[src/rtl/io_task_scheduler.sv]
// io_task_scheduler: keeps a pending bitmap of channel/thread tasks and
// offers one task at a time to instruction fetch using a ready/ack handshake.
// The winner is chosen round-robin over every pending channel/thread pair.
//
// Optional build macro: IO_TASK_SCHED_CH0_PRIORITY_EN.
// When it is defined, channel 0 has strict priority (lowest thread first),
// and channel-0 grants leave the round-robin pointer where it is.
module io_task_scheduler #(
  parameter int CHANNELS = 8,
  parameter int THREADS  = 4,
  parameter int CH_W     = 3,
  parameter int TH_W     = 2
) (
  input  logic                   clk,
  input  logic                   reset,
  input  logic                   wake_valid,
  input  logic [CH_W-1:0]        wake_channel,
  input  logic [TH_W-1:0]        wake_thread,
  input  logic                   cancel_valid,
  input  logic [CH_W-1:0]        cancel_channel,
  input  logic [TH_W-1:0]        cancel_thread,
  output logic                   next_task_ready,
  output logic [CH_W-1:0]        next_task_channel,
  output logic [TH_W-1:0]        next_task_thread,
  input  logic                   next_task_ack,
  output logic                   pending_any,
  output logic [CH_W+TH_W:0]     pending_count
);

  localparam int N     = CHANNELS * THREADS;
  localparam int IDX_W = CH_W + TH_W;
  localparam int CNT_W = CH_W + TH_W + 1;

  typedef enum logic {IDLE, OFFER} state_t;

  state_t             state;
  logic [N-1:0]       pending;
  logic [N-1:0]       pending_next;
  logic [IDX_W-1:0]   rr_ptr;
  logic [IDX_W-1:0]   wake_idx;
  logic [IDX_W-1:0]   cancel_idx;
  logic [IDX_W-1:0]   offer_idx;
  logic [IDX_W-1:0]   winner_idx;
  logic [IDX_W-1:0]   probe;
  logic               winner_found;
  logic               grant;
  logic [CNT_W-1:0]   count_next;

  // Task index is channel*THREADS + thread, i.e. the channel/thread fields concatenated.
  assign wake_idx   = {wake_channel, wake_thread};
  assign cancel_idx = {cancel_channel, cancel_thread};
  assign offer_idx  = {next_task_channel, next_task_thread};
  assign grant      = (state == OFFER) && next_task_ack;

  // Next bitmap: the grant clears first, so a same-cycle wake re-arms the
  // granted task, and a cancel is applied last so it always has the final word.
  always_comb begin
    pending_next = pending;
    if (grant) pending_next[offer_idx] = 1'b0;
    if (wake_valid) pending_next[wake_idx] = 1'b1;
    if (cancel_valid) pending_next[cancel_idx] = 1'b0;
  end

  // Population count of the next bitmap, registered with the bitmap itself.
  always_comb begin
    count_next = '0;
    for (int i = 0; i < N; i++) begin
      count_next = count_next + CNT_W'(pending_next[i]);
    end
  end

  // Winner search over the registered bitmap, starting at rr_ptr and wrapping;
  // the index arithmetic wraps naturally because N is a power of two.
  always_comb begin
    winner_found = 1'b0;
    winner_idx   = '0;
    probe        = '0;
    for (int i = 0; i < N; i++) begin
      probe = rr_ptr + IDX_W'(i);
      if (!winner_found && pending[probe]) begin
        winner_found = 1'b1;
        winner_idx   = probe;
      end
    end
`ifdef IO_TASK_SCHED_CH0_PRIORITY_EN
    if (|pending[THREADS-1:0]) begin
      winner_found = 1'b1;
      winner_idx   = '0;
      for (int t = THREADS - 1; t >= 0; t--) begin
        if (pending[t]) winner_idx = IDX_W'(t);
      end
    end
`endif
  end

  // Bitmap, status outputs and the IDLE/OFFER handshake FSM.
  always_ff @(posedge clk) begin
    if (reset) begin
      state             <= IDLE;
      pending           <= '0;
      rr_ptr            <= '0;
      next_task_ready   <= 1'b0;
      next_task_channel <= '0;
      next_task_thread  <= '0;
      pending_any       <= 1'b0;
      pending_count     <= '0;
    end else begin
      pending       <= pending_next;
      pending_any   <= |pending_next;
      pending_count <= count_next;
      case (state)
        IDLE: begin
          if (winner_found) begin
            next_task_channel <= winner_idx[IDX_W-1:TH_W];
            next_task_thread  <= winner_idx[TH_W-1:0];
            next_task_ready   <= 1'b1;
            state             <= OFFER;
          end
        end
        OFFER: begin
          if (next_task_ack) begin
`ifdef IO_TASK_SCHED_CH0_PRIORITY_EN
            if (next_task_channel != '0) rr_ptr <= offer_idx + IDX_W'(1);
`else
            rr_ptr <= offer_idx + IDX_W'(1);
`endif
            next_task_ready <= 1'b0;
            state           <= IDLE;
          end else if (cancel_valid && (cancel_idx == offer_idx)) begin
            next_task_ready <= 1'b0;
            state           <= IDLE;
          end
        end
        default: begin
          next_task_ready <= 1'b0;
          state           <= IDLE;
        end
      endcase
    end
  end

endmodule

[config.mk]
export PLATFORM = sky130hd
export DESIGN_NAME = io_task_scheduler
export DESIGN_NICKNAME = d
export VERILOG_FILES = /design/src/rtl/io_task_scheduler.sv
export SDC_FILE = /design/constraint.sdc
export NUM_CORES = 1
export LEC_CHECK = 0
export BUFFER_PORTS_ARGS = -buffer_cell sky130_fd_sc_hd__buf_2
export CAP_MARGIN = 20
export CORE_ASPECT_RATIO = 1.1
export CORE_UTILIZATION = 52
export CTS_CLUSTER_DIAMETER = 40
export DETAILED_ROUTE_END_ITERATION = 8
export GPL_TIMING_DRIVEN = 0
export MAX_ROUTING_LAYER = met4
export PLACE_DENSITY_LB_ADDON = 0.15
export SYNTH_ARGS = -nofsm -noshare
export SYNTH_HDL_FRONTEND = slang
export SYNTH_SLANG_ARGS = --single-unit
[constraint.sdc]
create_clock -name clk -period 6.69 [get_ports clk]
set_input_delay 0.3345 -clock clk [delete_from_list [all_inputs] [get_ports clk]]
set_output_delay 0.3345 -clock clk [all_outputs]
set_load 0.01 [all_outputs]
==> metrics.txt <==
P_leak=4.084 nW; Post-Synthesis Cells=1128; critical path required time=6890 ps; worst hold path stage count=3; first-pass GRT wire length=61270 um; Synthesized Nets=1191; metal3 WL=4238 um; endpoints failing hold=0; dominant synthesized flop cell=dfxtp_1; Synth async-reset ratio=0; worst setup margin=98.96 ps; Final Slew Violations=0; row count=51; fin nets=1224; setup slack, reg-to-reg=100 ps; headroom to the max-slew limit=0.3311; pre-CTS WS=-1709 ps; Peak supply drop=0.1604 mV; residual DRC count=0; CTS Buf Count=5; FF-to-FF End=next_task_channel[0]$_SDFFE_PP0P_; startpoint types=flip-flop; final core utilization=0.5800; met1 WL=14380 um; worst skew pair latency=310 ps; setup TNS=0 ps; Yosys reg bits=51; Reg clk slew, reported paths=80 ps; CTS Sinks=51; layout cells sized above 1=0.1850; met2 wire len=18780 um; Die Width=131.1 um; top layer in use=met4; synth unique cells=84; max_cap viols=0; number of DRC markers in iteration 0=1257; Final ANT Viol Nets=0; Tcrit/Tclk final=0.9852; maximum clock path buffer count=2; GPL Wtd Cong=1.073; largest net degree at the start of global routing=20; WL final=41110 um; H-tree Lvls=2; gr ovfl total=0; Die Ht=144.0 um; detailed placer's ending HPWL=31080 um; sequential share of the synthesized area=0.1070; via count=10.38k; Starting Density=0.5357; routed vias/inst=7.412; number of synthesized flops with an enable pin=0; Area Overhead vs Synth=8.265%; netlist area before placement=9538 um^2; WHS=354.4 ps; total power=2.391 mW; Avg Cell Area, Syn=8.456 um^2; HP Start=next_task_ack; post-synth top area cell=mux4_2; synth top area cells=mux4_2, dfxtp_1, mux2i_1; run status=complete, no violations; DRT Pass-1 Iters=6; Hold Buf Count CTS=0; I/O Buffers=22; worst slew pin tran=996.2 ps; total die area=18890 um^2; Synth Warn #=0; critical path class=reg -> reg; initial antenna violation count=1; Core Box Area=17800 um^2; sequential cell area=1022 um^2; Multi-input gate area=8193 um^2; class of the worst hold path=in -> reg; CTS tree=done; Synth top area share=0.2054; commonest non-fill, non-tap cells in the layout=nand2_1, nor2_1, o21ai_0; CP arrival=6800 ps; root buffer cell=clkbuf_16; vias in the first global route=9742; wire per inst=29.34 um; R2R depth=18; total track usage=0.4536; Setup violations, final=0; fill cell count=1668; Setup Skew=12.38 ps; Max Clk Rate=0.1517 GHz; CP max FO=15; Final Critical Period=6591 ps; Critical Path Sink Type=flip-flop; Top Ports=28; hold path endpoint=state$_SDFF_PP0_; commonest non-fill, non-tap cell in the layout=nand2_1; pwr/cell area=231.6 nW/um^2; Critical R2R Launch=rr_ptr[2]$_SDFFE_PP0P_
==> how the worst max path moves through the flow <==
stage                                 from                           endpoint  slack (ps)  cells past startpoint
finish              rr_ptr[2]$_SDFFE_PP0P_  next_task_channel[0]$_SDFFE_PP0P_         100                     18
global placement    rr_ptr[1]$_SDFFE_PP0P_  next_task_channel[0]$_SDFFE_PP0P_       -1870                     22
floorplan           rr_ptr[1]$_SDFFE_PP0P_  next_task_channel[0]$_SDFFE_PP0P_          50                     23
CTS                 rr_ptr[1]$_SDFFE_PP0P_  next_task_channel[0]$_SDFFE_PP0P_          30                     21
detailed placement  rr_ptr[1]$_SDFFE_PP0P_  next_task_channel[0]$_SDFFE_PP0P_       -1710                     23
global route              state$_SDFF_PP0_        pending_count[4]$_SDFF_PP0_         -10                     21
==> where the power goes <==
group	internal [mW]	total [mW]	leakage, nW	switching (mW)
Sequential	0.332	0.382	0.414	0.0497
Clock	0.143	0.278	0.0759	0.135
Combinational	0.622	1.73	3.59	1.11
Total	1.10	2.39	4.08	1.29
==> through the flow <==
stage | instance area, um^2 | std cells
2_1_floorplan | 9540 | 1128
3_3_place_gp | 9948 | 1388
3_5_place_dp | 9963 | 1389
4_1_cts | 10190 | 1396
5_1_grt | 10330 | 1401
6_report | 10330 | 1401
==> kinds of logic (layout without fill, tap and decap cells) <==
logic type                 after synthesis  in the layout  share of synthesized area
adders and majority gates               48             48                    0.08186
AOI/OAI and AO/OA                      295            295                     0.2015
DFF                                     51             51                     0.1070
other                                    0              1                          0
xor gates and xnor gates                38             38                    0.03489
buffers and inverters                  114            148                    0.04801
muxes                                  189            189                     0.3175
and+or+nand+nor                        393            393                     0.2092
==> cells in the mapped netlist, types with 11 or more instances <==
library cell and instances:
nor2_1 90, nor3_1 23, mux2i_1 64, nor2b_1 11
mux4_2 87, xor2_1 18, dfxtp_1 51, xnor2_1 20
a22oi_1 26, and2_1 28, o22ai_1 17, clkbuf_1 49
a211oi_1 11, fa_1 24, ha_1 24, a21oi_1 48
mux2_2 30, buf_2 12, o211ai_1 13, a22o_1 11
nand4_1 11, inv_1 37, nand3_1 25, o21ai_0 92
nand2_1 120, nand3b_1 14
==> worst max-delay path: stages (launching register included) <==
cell and delay (ps):
dfxtp_1 510, clkbuf_2 360, inv_2 200, clkbuf_2 400
ha_1 500, clkbuf_4 290, inv_1 300, mux4_2 420
mux4_2 510, or4_1 500, or4b_4 570, or4_1 470
buf_6 200, nor4b_4 330, a31oi_1 110, and2_1 260
o311ai_1 80, o211ai_1 200, a32o_1 270
==> area by class of cell <==
type / instances / area share
clock inverter: 3 / 0.002787
timing repair buffer: 30 / 0.01648
tap: 238 / 0.02884
sequential: 51 / 0.09899
antenna: 1 / 0.0002423
multi-input combinational: 963 / 0.7934
clock buffer: 5 / 0.01212
inverter: 41 / 0.01527
buffer: 69 / 0.03187
==> per-layer routing <==
layer	global-route usage	vias to the layer above
met3	0.06870	221
met1	0.5189	4922
met4	0.3406	0
met2	0.7301	852
li1	-	4389
met5	-	-
==> flip-flops by register name, summed over array words and instances (netlist names) <==
signal,cells
rr_ptr,5
pending_count,6
pending,32
next_task_channel,3
next_task_thread,2
state,1
pending_any,1
next_task_ready,1
==> repair_timing <==
item,in CTS,in global routing
gates resized for setup,22,25
buffers inserted,1,6
pin swaps,1,2
setup endpoints to repair,7,9
Power figures use the tool's default switching activity.
